--- src/rtl/regfile8x16_sb_if.sv ---
// rtl/regfile8x16_sb_if.sv - decode/write-back bundle for the 8x16 register file with scoreboard
interface regfile8x16_sb_if #(
  parameter int WIDTH = 16
);
  logic             wr_en;
  logic [2:0]       wr_sel;
  logic [WIDTH-1:0] wr_data;
  logic             rsv_en;
  logic [2:0]       rsv_sel;
  logic             chk_en;
  logic [2:0]       chk_sel;
  logic             err_clr;
  logic [WIDTH-1:0] q0, q1, q2, q3, q4, q5, q6, q7;
  logic [7:0]       busy;
  logic             hazard;
  logic             rsv_full;
  logic             err;

  modport master (
    output wr_en, wr_sel, wr_data, rsv_en, rsv_sel, chk_en, chk_sel, err_clr,
    input  q0, q1, q2, q3, q4, q5, q6, q7, busy, hazard, rsv_full, err
  );

  modport slave (
    input  wr_en, wr_sel, wr_data, rsv_en, rsv_sel, chk_en, chk_sel, err_clr,
    output q0, q1, q2, q3, q4, q5, q6, q7, busy, hazard, rsv_full, err
  );
endinterface

--- src/rtl/regfile8x16_sb.sv ---
// rtl/regfile8x16_sb.sv - 8x16 register file with per-register pending-write scoreboard
module regfile8x16_sb #(
  parameter int WIDTH = 16,
  parameter int NREG  = 8,
  parameter int PENDW = 2
) (
  input logic           CLK,
  input logic           RSTN,
  regfile8x16_sb_if.slave bus
);
  localparam logic [PENDW-1:0] PMAX = '1;
  localparam logic [PENDW-1:0] PONE = PENDW'(1);

  logic [WIDTH-1:0] regs     [NREG];
  logic [PENDW-1:0] pend     [NREG];
  logic [PENDW-1:0] pend_nxt [NREG];
  logic             err_set;

  // Next pending count per register and protocol-violation detection.
  // A same-index reserve and write cancel; at saturation the write still
  // drains one slot and the dropped reservation is not counted as an error.
  always_comb begin
    err_set = 1'b0;
    for (int i = 0; i < NREG; i++) begin
      pend_nxt[i] = pend[i];
      if (bus.rsv_en && bus.rsv_sel == 3'(i) && bus.wr_en && bus.wr_sel == 3'(i)) begin
        if (pend[i] == PMAX) pend_nxt[i] = pend[i] - PONE;
      end else if (bus.rsv_en && bus.rsv_sel == 3'(i)) begin
        if (pend[i] == PMAX) err_set = 1'b1;
        else                 pend_nxt[i] = pend[i] + PONE;
      end else if (bus.wr_en && bus.wr_sel == 3'(i)) begin
        if (pend[i] == '0) err_set = 1'b1;
        else               pend_nxt[i] = pend[i] - PONE;
      end
    end
  end

  // Register storage, scoreboard counters and sticky error flag.
  always_ff @(posedge CLK or negedge RSTN) begin
    if (!RSTN) begin
      for (int i = 0; i < NREG; i++) begin
        regs[i] <= '0;
        pend[i] <= '0;
      end
      bus.err <= 1'b0;
    end else begin
      if (bus.wr_en) regs[bus.wr_sel] <= bus.wr_data;
      for (int i = 0; i < NREG; i++) pend[i] <= pend_nxt[i];
      bus.err <= err_set | (bus.err & ~bus.err_clr);
    end
  end

  // Busy flags come only from registered counters, so hazard drops one
  // cycle after the last write, when q already carries the new value.
  always_comb begin
    for (int i = 0; i < 8; i++) bus.busy[i] = (pend[i] != '0);
  end

  assign bus.hazard   = bus.chk_en & bus.busy[bus.chk_sel];
  assign bus.rsv_full = (pend[bus.rsv_sel] == PMAX);

  assign bus.q0 = regs[0];
  assign bus.q1 = regs[1];
  assign bus.q2 = regs[2];
  assign bus.q3 = regs[3];
  assign bus.q4 = regs[4];
  assign bus.q5 = regs[5];
  assign bus.q6 = regs[6];
  assign bus.q7 = regs[7];
endmodule

--- src/flat_wrapper.sv ---
// flat-port wrapper written by rule: the top's interface ports become plain ports
module regfile8x16_sb_flat 
#(
  parameter int WIDTH = 16,
  parameter int NREG  = 8,
  parameter int PENDW = 2
)
  (CLK, RSTN, bus_wr_en, bus_wr_sel, bus_wr_data, bus_rsv_en, bus_rsv_sel, bus_chk_en, bus_chk_sel, bus_err_clr, bus_q0, bus_q1, bus_q2, bus_q3, bus_q4, bus_q5, bus_q6, bus_q7, bus_busy, bus_hazard, bus_rsv_full, bus_err);
  regfile8x16_sb_if #(.WIDTH(WIDTH)) bus_i ();
  input logic CLK;
  input logic RSTN;
  input wire logic [$bits(bus_i.wr_en)-1:0] bus_wr_en;
  input wire logic [$bits(bus_i.wr_sel)-1:0] bus_wr_sel;
  input wire logic [$bits(bus_i.wr_data)-1:0] bus_wr_data;
  input wire logic [$bits(bus_i.rsv_en)-1:0] bus_rsv_en;
  input wire logic [$bits(bus_i.rsv_sel)-1:0] bus_rsv_sel;
  input wire logic [$bits(bus_i.chk_en)-1:0] bus_chk_en;
  input wire logic [$bits(bus_i.chk_sel)-1:0] bus_chk_sel;
  input wire logic [$bits(bus_i.err_clr)-1:0] bus_err_clr;
  output wire logic [$bits(bus_i.q0)-1:0] bus_q0;
  output wire logic [$bits(bus_i.q1)-1:0] bus_q1;
  output wire logic [$bits(bus_i.q2)-1:0] bus_q2;
  output wire logic [$bits(bus_i.q3)-1:0] bus_q3;
  output wire logic [$bits(bus_i.q4)-1:0] bus_q4;
  output wire logic [$bits(bus_i.q5)-1:0] bus_q5;
  output wire logic [$bits(bus_i.q6)-1:0] bus_q6;
  output wire logic [$bits(bus_i.q7)-1:0] bus_q7;
  output wire logic [$bits(bus_i.busy)-1:0] bus_busy;
  output wire logic [$bits(bus_i.hazard)-1:0] bus_hazard;
  output wire logic [$bits(bus_i.rsv_full)-1:0] bus_rsv_full;
  output wire logic [$bits(bus_i.err)-1:0] bus_err;
  assign bus_i.wr_en = bus_wr_en;
  assign bus_i.wr_sel = bus_wr_sel;
  assign bus_i.wr_data = bus_wr_data;
  assign bus_i.rsv_en = bus_rsv_en;
  assign bus_i.rsv_sel = bus_rsv_sel;
  assign bus_i.chk_en = bus_chk_en;
  assign bus_i.chk_sel = bus_chk_sel;
  assign bus_i.err_clr = bus_err_clr;
  assign bus_q0 = bus_i.q0;
  assign bus_q1 = bus_i.q1;
  assign bus_q2 = bus_i.q2;
  assign bus_q3 = bus_i.q3;
  assign bus_q4 = bus_i.q4;
  assign bus_q5 = bus_i.q5;
  assign bus_q6 = bus_i.q6;
  assign bus_q7 = bus_i.q7;
  assign bus_busy = bus_i.busy;
  assign bus_hazard = bus_i.hazard;
  assign bus_rsv_full = bus_i.rsv_full;
  assign bus_err = bus_i.err;
  regfile8x16_sb #(.WIDTH(WIDTH), .NREG(NREG), .PENDW(PENDW)) u_core (.CLK(CLK), .RSTN(RSTN), .bus(bus_i));
endmodule
--- config.mk ---
export PLATFORM = sky130hd
export DESIGN_NAME = regfile8x16_sb_flat
export DESIGN_NICKNAME = d
export VERILOG_FILES = /design/src/rtl/regfile8x16_sb_if.sv /design/src/rtl/regfile8x16_sb.sv /design/src/flat_wrapper.sv
export SDC_FILE = /design/constraint.sdc
export NUM_CORES = 1
export LEC_CHECK = 0
export ABC_AREA = 1
export ABC_CLOCK_PERIOD_IN_PS = 1350
export CORE_ASPECT_RATIO = 1.4
export CORE_MARGIN = 2
export CORE_UTILIZATION = 45
export CTS_BUF_LIST = sky130_fd_sc_hd__clkbuf_8
export DETAILED_ROUTE_END_ITERATION = 10
export PLACE_DENSITY_LB_ADDON = 0.2
export SYNTH_ARGS = -nofsm -noshare
export SYNTH_HDL_FRONTEND = slang
export SYNTH_SLANG_ARGS = --single-unit
--- constraint.sdc ---
create_clock -name CLK -period 1.35 [get_ports CLK]
set_input_delay 0.27 -clock CLK [delete_from_list [all_inputs] [get_ports CLK]]
set_output_delay 0.27 -clock CLK [all_outputs]
set_load 0.005 [all_outputs]
==> results of run 1 <==
==> how the worst max path moves through the flow <==
stage	start	to	slack, ns	cells past startpoint
floorplan	u_core.pend[4]	bus_hazard	0.001	7
global placement	bus_rsv_sel[0]	bus_rsv_full	-0.85	8
detailed placement	bus_rsv_sel[0]	bus_rsv_full	-0.88	8
CTS	u_core.pend[3]	bus_hazard	-0.60	8
global route	u_core.pend[7]	bus_hazard	-0.65	8
finish	u_core.pend[7]	bus_hazard	-0.56	8
==> through the flow <==
stage	cells	utilization (%)
after global routing	1185	70.6
after CTS	1165	71.1
after global placement	1101	65.1
after detailed placement	1101	65.1
final	1185	70.6
after floorplan	692	-
==> kinds of logic after synthesis <==
kind of cell	count (synthesis)
simple gates	273
compound gates	149
flops	145
buf+inv	94
fa+ha+maj	16
xor+xnor	15
==> report_power, final <==
part	switching (mW)	leakage, nW	internal [mW]
Clock	1.74	0.191	1.66
Sequential	0.599	1.81	5.30
Combinational	2.88	2.86	3.30
Total	5.22	4.86	10.3
==> flip-flops by register name, summed over array words and instances (netlist names) <==
register,cells
u_core.bus.err,1
u_core.bus.q0,16
u_core.bus.q1,16
u_core.bus.q2,16
u_core.bus.q3,16
u_core.bus.q4,16
u_core.bus.q5,16
u_core.bus.q6,16
u_core.bus.q7,16
u_core.pend,16
==> per-layer routing <==
metal / wire [um] / GRT usage, % / up-vias
li1: - / - / 2812
met1: 7140 / 29.7 / 2808
met2: 10700 / 48.1 / 175
met3: 1120 / 8.52 / 57
met4: 770 / 12.7 / 0
met5: 0 / 0 / -
==> layout make-up <==
cell class | count | share of cell area, %
Clock buffer | 17 | 2.48
Clock inverter | 14 | 1.66
Inverter | 70 | 2.78
Multi-Input combinational cell | 453 | 26.9
Sequential cell | 145 | 38.4
Tap cell | 182 | 2.41
Timing Repair Buffer | 304 | 25.3
==> what timing repair did <==
action                                 in CTS  in global routing
setup buffers                              40                 28
gates resized for setup                   428                143
cloned                                      0                  1
pin swaps                                  23                 25
endpoints found under the hold margin      31                  0
hold buffers                                1                  0
setup endpoints to repair                 201                208
==> worst register-to-register path, delay by kind of cell, from the launching register on <==
kind	cells	cell delay (ns)
simple gates	7	0.67
fa+ha+maj	1	0.14
flops	1	0.41
buf+inv	1	0.14
==> placed cells by master (no fill, tap or decap), types with 17 or more instances in the layout <==
master / n
nand2_1: 202
dfrtp_1: 145
o21ai_0: 127
buf_4: 110
clkbuf_2: 77
inv_1: 36
inv_2: 33
clkdlybuf4s15_1: 29
buf_2: 26
nand2_2: 25
clkdlybuf4s50_1: 24
buf_6: 21
clkbuf_8: 17
==> flow_summary.ini, run 1 <==
[status]
outcome = complete, but fails checks
violations = setup timing

[final_layout]
multiInputGateArea_um2 = 2550
nets = 1038
n_antenna_cell = 0
fillCellCount = 1099
area_growth_pct = 52.9
design_area_um2 = 9450
drive_above_1_share_pct = 37.6
regArea_um2 = 3630

[sta]
maxSlewViolCount = 0
skew_ns = 0.00467
holdWs_ns = 0.297
hold_viol = 0
slew_headroom_pct = 73.0
rsz0062_at_grt = true
setup_tns_ns = -2.69
finalCriticalPeriod_ns = 1.91
clock.fmax_ghz = 0.523
period_share_pct = 142
layout_setup_ws_ns = -0.563
tightest_slew_ns = 0.405
finalSetupViolCount = 14

[placement]
io_buffers = 169
dpl-instance-area_um2 = 8710
dpl.hpwl_um = 14200
dp_slack_ns = -0.884
routabilityCongestion = 0.926

[global_route]
grt_max_degree = 36
grt_pass1_wl_um = 30500
overflow = 0
antenna_found_initial = 0
grt_usage_pct = 27.4
first_global_vias = 6001

[logic_synthesis]
synth_top_area_cell = dfrtp_1
synth_fa_ha_area_share_pct = 3.24
yosysMostFrequentCell = nand2_1
ys_ff_latch = 145
synth_commonest_cells = nand2_1 (226), dfrtp_1 (145), o21ai_0 (131), inv_1 (67), clkbuf_1 (24)
synth_area_um2 = 6180
synthSimpleGateAreaFrac_pct = 17.7
synthArstFlopShare_pct = 100
ys_types = 22
yosys.area.top_type_share_pct = 58.7
syn_area_per_cell_um2 = 8.93
yosys_most_used_dff = dfrtp_1
synth_area_leaders = dfrtp_1 (59%), nand2_1 (14%), o21ai_0 (11%)
synth-compound-area-share_pct = 12.5
syn_nets = 739
synth_xor_area_share_pct = 2.13
seq_area_frac_synth_pct = 58.7
synth-edff-count = 0
syn_inst = 692
yosys_warnings = 0
muxShareOfSynthArea_pct = 0
synth_top_family_by_area = simple AND/OR/NAND/NOR gates

[pwr]
powerDensity_nw_per_um2 = 1640
vdd_ir_drop_max_mv = 1.01
p_total_mw = 15.5
leakage_nw = 4.86

[setup_path]
crit_family = flip-flops
cp_slowest_stage_delay_ns = 0.40
cp-end-kind = primary output
crit_buf_inv = 3
r2r_slack_ns = -0.11
r2r-start = u_core.pend[13]
r2r-end = u_core.bus.err
r2r_cells = 9
cp.required_ns = 1.08
critPathLaunchType = flop
cp.arrival_ns = 1.64
path_cells = inv_1, ha_2, inv_2, o21ai_1, nand3_1, nand2_1, a31oi_1, buf_2
slowest_stage = dfrtp_1
critPathKind = reg2out
crit_fanout = 2

[clock_network]
htree_levels = 4
path_clk_slew_ns = 0.09
ctsLongestPathBuffers = 2
cts_made_buffers = 17
root_buffer = clkbuf_8
cts_tree = yes
clk_latency_ns = 0.44
clock-sinks = 145

[floorplan]
die_w_um = 103
num_rows = 50
floorplan.initialDensity_pct = 46.1
dieArea_um2 = 14700
die_y_um = 143
core-area_um2 = 13400
ios = 170

[flow_run]
maxCapViolCount = 0

[hold_path]
min_path_type = in2async

[routing]
drcViolationCount = 0
antenna_left = 0
routed_wirelength_um = 19800
vias = 5852
routedWlPerCell_um = 16.7
dr.pass1.iters = 4
detail_route.iter0.violations = 313
vias_per_cell = 4.94
Note: power is estimated with default switching activity, not from simulation.
==> run 2: changes to the inputs <==
--- a/config.mk
+++ b/config.mk
@@ -11,8 +11,10 @@
 export CORE_MARGIN = 2
 export CORE_UTILIZATION = 45
 export CTS_BUF_LIST = sky130_fd_sc_hd__clkbuf_8
+export CTS_CLUSTER_DIAMETER = 80
 export DETAILED_ROUTE_END_ITERATION = 10
 export PLACE_DENSITY_LB_ADDON = 0.2
+export SKIP_LAST_GASP = 1
 export SYNTH_ARGS = -nofsm -noshare
 export SYNTH_HDL_FRONTEND = slang
 export SYNTH_SLANG_ARGS = --single-unit
==> run 2 against run 1 <==
- the flow still finishes with violations (setup timing)
- wire length fell by 0.12%
- clock power about the same
- first-iteration DRC count grew 2.6%
- total power fell by 0.17%
- utilization about the same
- sequential power about the same
- non-clock buffer count grew 1
- worst hold slack got worse by 0.0072 ns
- critical path depth did not move
- global-route usage shrank 0.092 points
- final area about the same
- register-to-register slack got worse by 0.03 ns
- critical endpoint unchanged
- highest routed layer unchanged
==> flow_summary.ini, run 2 (same netlist as run 1, synthesis figures left out) <==
[setup_path]
critPathKind = reg2out
cp-end-kind = primary output
worst_setup_path_startpoint = u_core.pend[7]
cp.required_ns = 1.08
crit_fanout = 2
critPathLaunchType = flop
r2r-start = u_core.pend[13]
cp.arrival_ns = 1.65

[placement]
dpl.hpwl_um = 14200
dp_slack_ns = -0.884
io_buffers = 169
routabilityCongestion = 0.926
placed_cells = 1101

[sta]
clock.fmax_ghz = 0.522
finalCriticalPeriod_ns = 1.92
period_share_pct = 142
maxSlewViolCount = 0
skew_ns = 0.00651
rsz0062_at_grt = true
layout_setup_ws_ns = -0.566
tightest_slew_ns = 0.397
finalSetupViolCount = 13
hold_viol = 0
slew_headroom_pct = 73.6

[clock_network]
path_clk_slew_ns = 0.09
clk_latency_ns = 0.45
ctsLongestPathBuffers = 2
cts_made_buffers = 17
cts_tree = yes
htree_levels = 4
clock-sinks = 145
root_buffer = clkbuf_8

[routing]
vias = 5856
antenna_left = 0
dr.pass1.iters = 4
vias_per_cell = 4.94
routed_wirelength_um = 19700
drcViolationCount = 0
routedWlPerCell_um = 16.6
detail_route.iter0.violations = 321

[final_layout]
nets = 1039
layout_commonest_cell = nand2_1
fillCellCount = 1089
final_cells = 1186
layout_common_cells = nand2_1 (201), dfrtp_1 (145), o21ai_0 (127)
drive_above_1_share_pct = 37.7
finish.utilization_pct = 70.6
n_antenna_cell = 0
area_growth_pct = 53.0

[flow_run]
maxCapViolCount = 0

[pwr]
vdd_ir_drop_max_mv = 1.01
leakage_nw = 4.87
clkPwrFrac_pct = 22.0
powerDensity_nw_per_um2 = 1630
netSwitchingFraction_pct = 33.8
p_switching_mw = 5.22
p_int_mw = 10.2
p_seq_share_pct = 38.2
comb_power_share_pct = 39.8
p_total_mw = 15.5

[floorplan]
num_rows = 50
die_y_um = 143
ios = 170
die_w_um = 103
core-area_um2 = 13400
dieArea_um2 = 14700
floorplan.initialDensity_pct = 46.1

[global_route]
antenna_found_initial = 0
grt_max_degree = 36
overflow = 0
first_global_vias = 5993
grt_pass1_wl_um = 30400
grt_usage_pct = 27.3

[status]
violations = setup timing
outcome = complete, but fails checks

[hold_path]
min_path_type = in2async
## run 2: critical path: stages, from the launching register on
cell and delay (ns):
dfrtp_1 0.40, inv_1 0.07, ha_2 0.18, inv_2 0.05, o21ai_1 0.15, nand3_1 0.10
nand2_1 0.08, a31oi_1 0.04, buf_2 0.14
## run 2: final cells by class
| type | count | area (um^2) | share of cell area, % |
|---|---|---|---|
| Sequential cell | 145 | 3630 | 38.4 |
| Multi-Input combinational cell | 453 | 2550 | 27.0 |
| Timing Repair Buffer | 305 | 2390 | 25.3 |
| Inverter | 70 | 263 | 2.78 |
| Clock buffer | 17 | 234 | 2.48 |
| Tap cell | 182 | 228 | 2.41 |
| Clock inverter | 14 | 156 | 1.65 |
## run 2: metal layers
layer / share of wire (%) / wire [um] / GRT usage (%) / vias to the layer above
li1: - / - / - / 2813
met1: 36 / 7110 / 29.5 / 2820
met2: 54 / 10800 / 48.2 / 177
met3: 5.9 / 1170 / 8.57 / 46
met4: 3.5 / 695 / 12.3 / 0
met5: 0 / 0 / 0 / -
## run 2: metrics by stage
step / TNS (ns) / hold slack, ns / cell area, um^2
after global placement: -66.08 / 0.197 / 8710
after floorplan: 0 / -0.0256 / 6180
after detailed placement: -70.64 / 0.204 / 8710
after global routing: -3.83 / 0.321 / 9450
after CTS: -3.05 / 0.291 / 9490
final: -2.86 / 0.290 / 9450
## run 2: repair_timing
action                                  4_1_cts  5_1_grt
resized for setup                           422      148
hold buffers                                  1        0
gates cloned                                  0        1
setup buffers                                40       29
endpoints found under the setup margin      201      208
endpoints found under the hold margin        31        0
pin swaps                                    23       32
## run 2: worst paths after layout
check	to	slack, ns	cells after the start
setup reg to reg	u_core.bus.err	-0.14	9
max in group asynchronous	u_core.bus.q4[3]	0.52	3
hold / removal	u_core.pend[14]	0.29	2
setup / recovery	bus_hazard	-0.57	8
hold reg to reg	u_core.bus.q6[15]	0.49	2
min in group CLK	u_core.pend[3]	0.44	6
## run 2: power by group through the flow
stage	Sequential (mW)	Clock (mW)	Combinational, mW
final	5.89	3.40	6.15
after global routing	5.98	3.65	6.78
after CTS	5.88	3.45	5.94
after detailed placement	5.93	0	5.41
after global placement	5.88	0	5.24
after floorplan	5.96	0	1.82
==> run 3: changes to the inputs <==
--- a/config.mk
+++ b/config.mk
@@ -7,11 +7,11 @@
 export LEC_CHECK = 0
 export ABC_AREA = 1
 export ABC_CLOCK_PERIOD_IN_PS = 1350
-export CORE_ASPECT_RATIO = 1.4
+export CORE_ASPECT_RATIO = 0.75
 export CORE_MARGIN = 2
 export CORE_UTILIZATION = 45
 export CTS_BUF_LIST = sky130_fd_sc_hd__clkbuf_8
-export CTS_CLUSTER_DIAMETER = 80
+export CTS_CLUSTER_DIAMETER = 40
 export DETAILED_ROUTE_END_ITERATION = 10
 export PLACE_DENSITY_LB_ADDON = 0.2
 export SKIP_LAST_GASP = 1
==> run 3 against run 2 <==
- the flow still finishes with violations (setup timing)
- combinational power increased by 8.1%
- sequential share of layout area shrank 0.81 points
- worst setup slack improved by 0.033 ns
- non-clock buffer count is 31 higher
- die area barely moved
- final area increased by 2.2%
- first-iteration DRC count increased by 49%
- clock skew increased by 0.0062 ns
- utilization increased by 0.59 points
- flip-flop and latch count stayed put
- largest cell class unchanged
- largest power group unchanged
==> flow_summary.ini, run 3 (same netlist as run 1, synthesis figures left out) <==
[setup_path]
critPathLaunchType = flop
r2r-start = u_core.pend[2]
cp-end-kind = primary output
cp.arrival_ns = 1.61
crit_fanout = 2
critPathKind = reg2out
cp.required_ns = 1.08
r2r_slack_ns = -0.12
r2r-end = u_core.bus.err
r2r_cells = 10
crit_end = bus_hazard
worst_setup_path_startpoint = u_core.pend[1]

[routing]
drcViolationCount = 0
routedWlPerCell_um = 16.4
vias_per_cell = 5.02
dr.pass1.iters = 5
vias = 6074
antenna_left = 0
detail_route.iter0.violations = 478
routed_wirelength_um = 19800

[floorplan]
num_rows = 37
floorplan.initialDensity_pct = 45.5
die_w_um = 139
core-area_um2 = 13600
dieArea_um2 = 14700
die_y_um = 105
ios = 170

[sta]
layout_setup_ws_ns = -0.533
slew_headroom_pct = 70.4
rsz0062_at_grt = true
setup_tns_ns = -3.12
tightest_slew_ns = 0.443
finalCriticalPeriod_ns = 1.88
hold_viol = 0
maxSlewViolCount = 0
period_share_pct = 139
finalSetupViolCount = 16
clock.fmax_ghz = 0.531
skew_ns = 0.0127

[global_route]
overflow = 0
grt_pass1_wl_um = 29700
grt_usage_pct = 26.0
first_global_vias = 5822
grt_max_degree = 40
antenna_found_initial = 0

[clock_network]
cts_tree = yes
htree_levels = 4
root_buffer = clkbuf_8
cts_made_buffers = 17
path_clk_slew_ns = 0.09
clock-sinks = 145
ctsLongestPathBuffers = 2
clk_latency_ns = 0.45

[pwr]
netSwitchingFraction_pct = 33.9
comb_power_share_pct = 41.9
p_switching_mw = 5.38
powerDensity_nw_per_um2 = 1650
vdd_ir_drop_max_mv = 0.897
leakage_nw = 4.99
p_int_mw = 10.5
clkPwrFrac_pct = 20.9
p_seq_share_pct = 37.2

[final_layout]
finish.utilization_pct = 71.2
nets = 1070
layout_common_cells = nand2_1 (201), dfrtp_1 (145), buf_4 (137)
drive_above_1_share_pct = 39.9
n_antenna_cell = 0
area_growth_pct = 56.3
layout_commonest_cell = nand2_1

[status]
outcome = complete, but fails checks
violations = setup timing

[hold_path]
min_path_type = in2async

[placement]
routabilityCongestion = 0.888
io_buffers = 169
dpl.hpwl_um = 13800

[flow_run]
maxCapViolCount = 0
## run 3: timing repair
| action | in CTS | in global routing |
|---|---|---|
| gates resized for setup | 462 | 132 |
| setup endpoints to repair | 204 | 220 |
| hold endpoints to repair | 32 | 0 |
| buffers inserted | 54 | 39 |
| pin swaps | 20 | 29 |
| hold buffers | 1 | 0 |
## run 3: power by group through the flow
stage	clock, mW	combinational (mW)	sequential (mW)
after global routing	3.59	7.20	6.00
final	3.32	6.65	5.91
after CTS	3.36	6.12	5.87
after detailed placement	0	5.41	5.93
after floorplan	0	1.82	5.96
after global placement	0	5.28	5.87
## run 3: layout make-up
type	count	area [um^2]
clock buffers	17	234
clock inverters	15	144
fillers	1033	3910
inverters	70	268
multi-input cells	453	2550
flip-flops and latches	145	3630
well taps	175	219
repair buffers	336	2610
## run 3: metal layers
layer / GRT usage, % / vias up / share of wire [%]
li1: - / 2872 / -
met1: 36.0 / 2944 / 45
met2: 40.1 / 228 / 45
met3: 7.63 / 30 / 7.4
met4: 7.58 / 0 / 1.8
met5: 0 / - / 0
## run 3: critical path, cell delays in order (launching register included)
cell	delay, ns
dfrtp_1	0.38
inv_2	0.07
ha_4	0.17
nand2_1	0.06
o211ai_1	0.08
nand3_1	0.09
nand2_1	0.05
a31oi_1	0.12
buf_2	0.13
## run 3: how the worst min path moves through the flow
stage / start / endpoint / slack [ns] / cells past startpoint
floorplan: RSTN / u_core.bus.err / -0.03 / 0
global placement: RSTN / u_core.pend[13] / 0.21 / 1
detailed placement: RSTN / u_core.bus.q2[0] / 0.22 / 1
CTS: RSTN / u_core.pend[13] / 0.29 / 2
global route: RSTN / u_core.bus.q0[15] / 0.31 / 2
finish: RSTN / u_core.bus.q0[15] / 0.30 / 2
## run 3: per-stage QoR
| stage | power (mW) | setup WS (ns) | hold slack [ns] | instances | cell area (um^2) |
|---|---|---|---|---|---|
| global placement | 11.2 | -0.905 | 0.214 | 1095 | 8700 |
| global route | 16.8 | -0.667 | 0.315 | 1211 | 9650 |
| floorplan | 7.78 | 0.00119 | -0.0256 | 692 | 6180 |
| CTS | 15.4 | -0.547 | 0.287 | 1176 | 9510 |
| finish | 15.9 | -0.533 | 0.299 | 1211 | 9650 |
| detailed placement | 11.3 | -0.944 | 0.220 | 1095 | 8700 |
